$ cat src/rtl/monaco_pkg.sv
// Shared types and constants for the NPC collision controller.
// Game-state encoding, start key code and screen bounds.
package monaco_pkg;

    typedef enum logic [1:0] {
        IDLE,
        RUN,
        CRASH,
        OVER
    } game_state_t;

    localparam logic [7:0] KEY_START    = 8'h15;
    localparam int         CAR_W        = 16;
    localparam int         CAR_H        = 32;
    localparam int         SCREEN_X_MIN = 48;
    localparam int         SCREEN_X_MAX = 232;

    // Saturating 16-bit add through a 17-bit sum.
    function automatic logic [15:0] sat_add(
        input logic [15:0] a,
        input logic [15:0] b
    );
        logic [16:0] sum;
        sum = {1'b0, a} + {1'b0, b};
        return sum[16] ? 16'hFFFF : sum[15:0];
    endfunction

endpackage

$ cat src/rtl/npc_collision_ctrl_box_overlap.sv
// Axis-aligned box overlap between two equal-size sprites.
// Touching edges (distance equal to the size) do not count.
module box_overlap #(
    parameter int W = 16,
    parameter int H = 32
) (
    input  logic [9:0] ax,
    input  logic [9:0] ay,
    input  logic [9:0] bx,
    input  logic [9:0] by,
    input  logic       en,
    output logic       hit
);

    localparam logic [10:0] W11 = 11'(W);
    localparam logic [10:0] H11 = 11'(H);

    logic [10:0] dx;
    logic [10:0] dy;

    // Absolute distances on each axis, then the strict overlap test.
    always_comb begin
        dx = 11'd0;
        dy = 11'd0;
        if (ax >= bx) dx = {1'b0, ax} - {1'b0, bx};
        else          dx = {1'b0, bx} - {1'b0, ax};
        if (ay >= by) dy = {1'b0, ay} - {1'b0, by};
        else          dy = {1'b0, by} - {1'b0, ay};
        hit = en & (dx < W11) & (dy < H11);
    end

endmodule

$ cat src/rtl/npc_collision_ctrl.sv
// Crash, lives, game-over and pass-score control for the NPC car.
// All outputs are registered on frame_clk.
module npc_collision_ctrl
    import monaco_pkg::*;
#(
    parameter int CAR_W        = monaco_pkg::CAR_W,
    parameter int CAR_H        = monaco_pkg::CAR_H,
    parameter int CRASH_FRAMES = 90,
    parameter int START_LIVES  = 3,
    parameter int PASS_PTS     = 10
) (
    input  logic        frame_clk,
    input  logic        reset,
    input  logic [7:0]  keycode,
    input  logic [9:0]  playerX,
    input  logic [9:0]  playerY,
    input  logic [9:0]  npcX,
    input  logic [9:0]  npcY,
    input  logic        dispNPC,
    output logic        crash,
    output logic        npc_clear,
    output logic        game_over,
    output logic        running,
    output logic [1:0]  lives,
    output logic [15:0] score
);

    localparam logic [1:0]  LIVES0 = 2'(START_LIVES);
    localparam logic [7:0]  TMR0   = 8'(CRASH_FRAMES - 1);
    localparam logic [15:0] PTS    = 16'(PASS_PTS);

    game_state_t state;
    logic [7:0]  timer;
    logic        disp_q;
    logic        hit;
    logic        pass;

    box_overlap #(
        .W(CAR_W),
        .H(CAR_H)
    ) u_overlap (
        .ax (playerX),
        .ay (playerY),
        .bx (npcX),
        .by (npcY),
        .en (dispNPC),
        .hit(hit)
    );

    assign pass = disp_q & ~dispNPC;

    // Game FSM with timer, lives, score and registered status flags.
    always_ff @(posedge frame_clk) begin
        if (reset) begin
            state     <= IDLE;
            timer     <= 8'd0;
            disp_q    <= 1'b0;
            lives     <= LIVES0;
            score     <= 16'd0;
            crash     <= 1'b0;
            npc_clear <= 1'b0;
            game_over <= 1'b0;
            running   <= 1'b0;
        end else begin
            disp_q    <= dispNPC;
            npc_clear <= 1'b0;
            unique case (state)
                IDLE: begin
                    if (keycode == KEY_START) begin
                        state   <= RUN;
                        running <= 1'b1;
                    end
                end
                RUN: begin
                    if (hit) begin
                        state     <= CRASH;
                        lives     <= lives - 2'd1;
                        npc_clear <= 1'b1;
                        timer     <= TMR0;
                        running   <= 1'b0;
                        crash     <= 1'b1;
                    end else if (pass) begin
                        score <= sat_add(score, PTS);
                    end
                end
                CRASH: begin
                    if (timer == 8'd0) begin
                        crash <= 1'b0;
                        if (lives == 2'd0) begin
                            state     <= OVER;
                            game_over <= 1'b1;
                        end else begin
                            state   <= RUN;
                            running <= 1'b1;
                        end
                    end else begin
                        timer <= timer - 8'd1;
                    end
                end
                OVER: begin
                    if (keycode == KEY_START) begin
                        state     <= RUN;
                        lives     <= LIVES0;
                        score     <= 16'd0;
                        game_over <= 1'b0;
                        running   <= 1'b1;
                    end
                end
                default: begin
                    state <= IDLE;
                end
            endcase
        end
    end

endmodule

$ cat config.mk
export PLATFORM = sky130hd
export DESIGN_NAME = npc_collision_ctrl
export DESIGN_NICKNAME = d
export VERILOG_FILES = /design/src/rtl/monaco_pkg.sv /design/src/rtl/npc_collision_ctrl_box_overlap.sv /design/src/rtl/npc_collision_ctrl.sv
export SDC_FILE = /design/constraint.sdc
export NUM_CORES = 1
export LEC_CHECK = 0
export ABC_CLOCK_PERIOD_IN_PS = 4700
export CAP_MARGIN = 15
export CORE_UTILIZATION = 48
export CTS_BUF_LIST = sky130_fd_sc_hd__clkbuf_16
export CTS_CLUSTER_DIAMETER = 200
export DETAILED_ROUTE_END_ITERATION = 6
export PLACE_DENSITY = 0.78
export RECOVER_POWER = 100
export SETUP_SLACK_MARGIN = 0.2
export SLEW_MARGIN = 10
export SYNTH_ARGS = -nofsm -noshare
export SYNTH_HDL_FRONTEND = slang
export SYNTH_HIERARCHICAL = 1
export SYNTH_SLANG_ARGS = --single-unit
export TNS_END_PERCENT = 5
$ cat constraint.sdc
create_clock -name frame_clk -period 4.7 [get_ports frame_clk]
set_input_delay 0.94 -clock frame_clk [delete_from_list [all_inputs] [get_ports frame_clk]]
set_output_delay 0.94 -clock frame_clk [all_outputs]
set_load 0.005 [all_outputs]
==> metrics.cfg <==
[outcome]
status = completed

[timing]
worst_slew_pin_slew_ps = 925
hold_ws_ps = 468
timing.final.crit_share_pct = 92.7
period_minus_slack_ps = 4360
rsz0062_at_grt = no
hold_viol_final = 0
clock_skew_ps = 3.99
fmax_mhz = 229
finalSetupViolations = 0
slew_viol_final = 0
relSlewSlack_pct = 38.3

[cts]
h-tree-depth = 2
cts_buffers = 5
clk_latency_ps = 280
postCtsHoldBufs = 0
clk_pin_slew_ps = 50
cts_root_buf = clkbuf_16
cts_tree = done
clockBufferDepth = 2
cts_sinks = 33

[final_layout]
layout.nets = 659
mostFrequentLayoutCell = inv_1
diodes = 0
fillers = 616
final_cell_mix = inv_1 (53), clkdlybuf4s50_1 (42), nor2_1 (40)
ff_latch_area_um2 = 661
layout-drive-gt1-share_pct = 15.2
multi_input_area_um2 = 2780
area_growth_pct = 37.1

[power_and_ir_drop]
power_density_nw_per_um2 = 262
p_leak_nw = 2.14
ir_worst_vdd_v = 0.000144
power_mw = 1.28

[worst_setup_path]
critPathKind = primary input to flop
worstReg2RegStart = state[0]$_SDFFE_PP0P_
critPathCaptureType = flop
arrival_ps = 4550
critical_path_required_ps = 4890
max_stage_delay_ps = 500
critPathLaunchType = primary input
path_cells = clkdlybuf4s50_1, inv_2, ha_4, and4_4, a21oi_4, o21ai_4, a311oi_4, buf_6, mux2i_4, a211oi_2, xnor2_1, nor4_4, nand2b_1, o22a_1, buf_4, nor3_1, clkbuf_1, a31oi_1, a21oi_1
critPathSlowestCell = clkdlybuf4s50_1
critPathLaunch = playerY[7]
cp_max_fo = 6

[placed_design]
hpwl_um = 6940
gp_congestion = 0.964
io_buffers = 72

[routing]
drt-initial-drc-count = 256
ant_nets = 0
vias = 3751
drt_first_pass_iters = 6
routed_wl_um = 9220
vias_per_cell = 5.68
drc_errors = 0
routedWlPerCell_um = 14.0

[synth]
synth_edf_count = 0
netlist_area_um2 = 3560
synthCells = 466
seq_area_frac_synth_pct = 18.6
synthesis.nets = 565
syn_avg_cell_area_um2 = 7.63
synthArstFlopShare_pct = 0
yosys.area.top_type = dfxtp_1
ys_ff_latch = 33
yosysWarningCount = 6
ys_types = 71
ys.flop_type = dfxtp_1
synth.top_cell.area_share_pct = 18.6
netlist_top_cells_area = dfxtp_1 (19%), ha_1 (17%), inv_1 (5.8%), a21oi_1 (4.9%), nor2_1 (4.3%)

[worst_hold_path]
worstHoldStart = crash$_SDFFE_PP0P_
worstHoldPathType = flop to flop

[job]
maxCapViolCount = 0

[global_route]
grt_usage_pct = 23.2
grt_overflow_total = 0
grt_max_degree = 20
antenna_found_initial = 0
grt_pass1_wl_um = 14600
grt_pass1_vias = 3412

[die]
start_util_pct = 49.3
core_area_um2 = 7210
io_pins = 73
rows = 31
die_h_um = 88.1
dieArea_um2 = 7760
die_w_um = 88.1

[repair_timing]
action / in CTS / in global routing
setup endpoints to repair: 1 / 27
buffers inserted: 0 / 2
pin swaps: 1 / 14
resized for setup: 1 / 43
[cell usage after synthesis, types with 3 or more instances]
| cell type | count |
|---|---|
| inv_1 | 55 |
| ha_1 | 48 |
| nor2_1 | 41 |
| a21oi_1 | 35 |
| nand2_1 | 34 |
| dfxtp_1 | 33 |
| o21ai_0 | 29 |
| nand3_1 | 16 |
| nor3_1 | 13 |
| nor2b_1 | 11 |
| nand2b_1 | 9 |
| xor2_1 | 8 |
| o21a_1 | 7 |
| a21o_1 | 6 |
| a21oi_2 | 6 |
| a31oi_1 | 6 |
| clkbuf_1 | 6 |
| a211oi_2 | 5 |
| o22ai_1 | 5 |
| a32o_1 | 4 |
| and2_1 | 4 |
| nand4_1 | 4 |
| o21ai_1 | 4 |
| o31ai_1 | 4 |
| a211oi_1 | 3 |
| a31o_2 | 3 |
| and3_1 | 3 |
| mux2_1 | 3 |
| mux2_2 | 3 |
| mux2i_1 | 3 |
| nor4_1 | 3 |
| o211ai_1 | 3 |
| o41ai_1 | 3 |
[flip-flops by register name (all words and copies together), names as in the netlist]
register	cells
lives	2
score	16
state	2
timer	8
crash	1
npc_clear	1
running	1
disp_q	1
game_over	1
[layout make-up]
type	count	share of cell area [%]
multi-input cells	364	57.0
clock inverters	3	0.770
well taps	99	2.54
repair buffers	101	19.3
inverters	55	4.23
flip-flops and latches	33	13.5
clock buffers	5	2.57
[routing by layer]
layer / up-vias / wire (µm) / track usage [%]
met2: 163 / 4670 / 40.6
met5: - / 0 / 0
li1: 1854 / - / -
met3: 25 / 610 / 4.24
met1: 1709 / 3720 / 28.3
met4: 0 / 214 / 8.65
[power by group]
part	switching, mW	internal (mW)
registers	0.0286	0.308
logic	0.307	0.271
clock network	0.118	0.246
[critical path: cells and delay by family]
| kind | cells | cell delay, ps |
|---|---|---|
| AOI/OAI and AO/OA | 7 | 1120 |
| xor gates and xnor gates | 1 | 270 |
| adders and majority gates | 1 | 230 |
| buffers and inverters | 5 | 1050 |
| muxes | 1 | 240 |
| and+or+nand+nor | 4 | 670 |
[cells by family after synthesis]
group	after synthesis	share of synthesized area, %
XOR/XNOR	9	2.22
multiplexers	9	2.74
flip-flops	33	18.6
adder cells (fa/ha/maj)	48	16.9
AO/OA/AOI/OAI	144	28.8
buffers and inverters	69	8.44
AND/OR/NAND/NOR	154	22.3
[worst paths after layout]
kind / endpoint / slack, ps / depth (start not counted)
min: crash$_SDFFE_PP0P_ / 470 / 2
min reg2reg: crash$_SDFFE_PP0P_ / 470 / 2
max: score[8]$_SDFFE_PP0P_ / 340 / 19
max reg2reg: score[8]$_SDFFE_PP0P_ / 2480 / 8
[per-stage QoR]
| stage | util, % | setup slack, ps | cell area [µm²] | setup TNS [ps] | cells |
|---|---|---|---|---|---|
| 2_1_floorplan | - | 297 | 3560 | 0 | 466 |
| 3_3_place_gp | 62.6 | 20.6 | 4520 | 0 | 650 |
| 3_5_place_dp | 62.6 | -106 | 4520 | -800 | 650 |
| 4_1_cts | 65.0 | 214 | 4690 | 0 | 658 |
| 5_1_grt | 67.6 | 97.7 | 4880 | 0 | 660 |
| 6_report | 67.6 | 341 | 4880 | 0 | 660 |
Power figures use the tool's default switching activity.
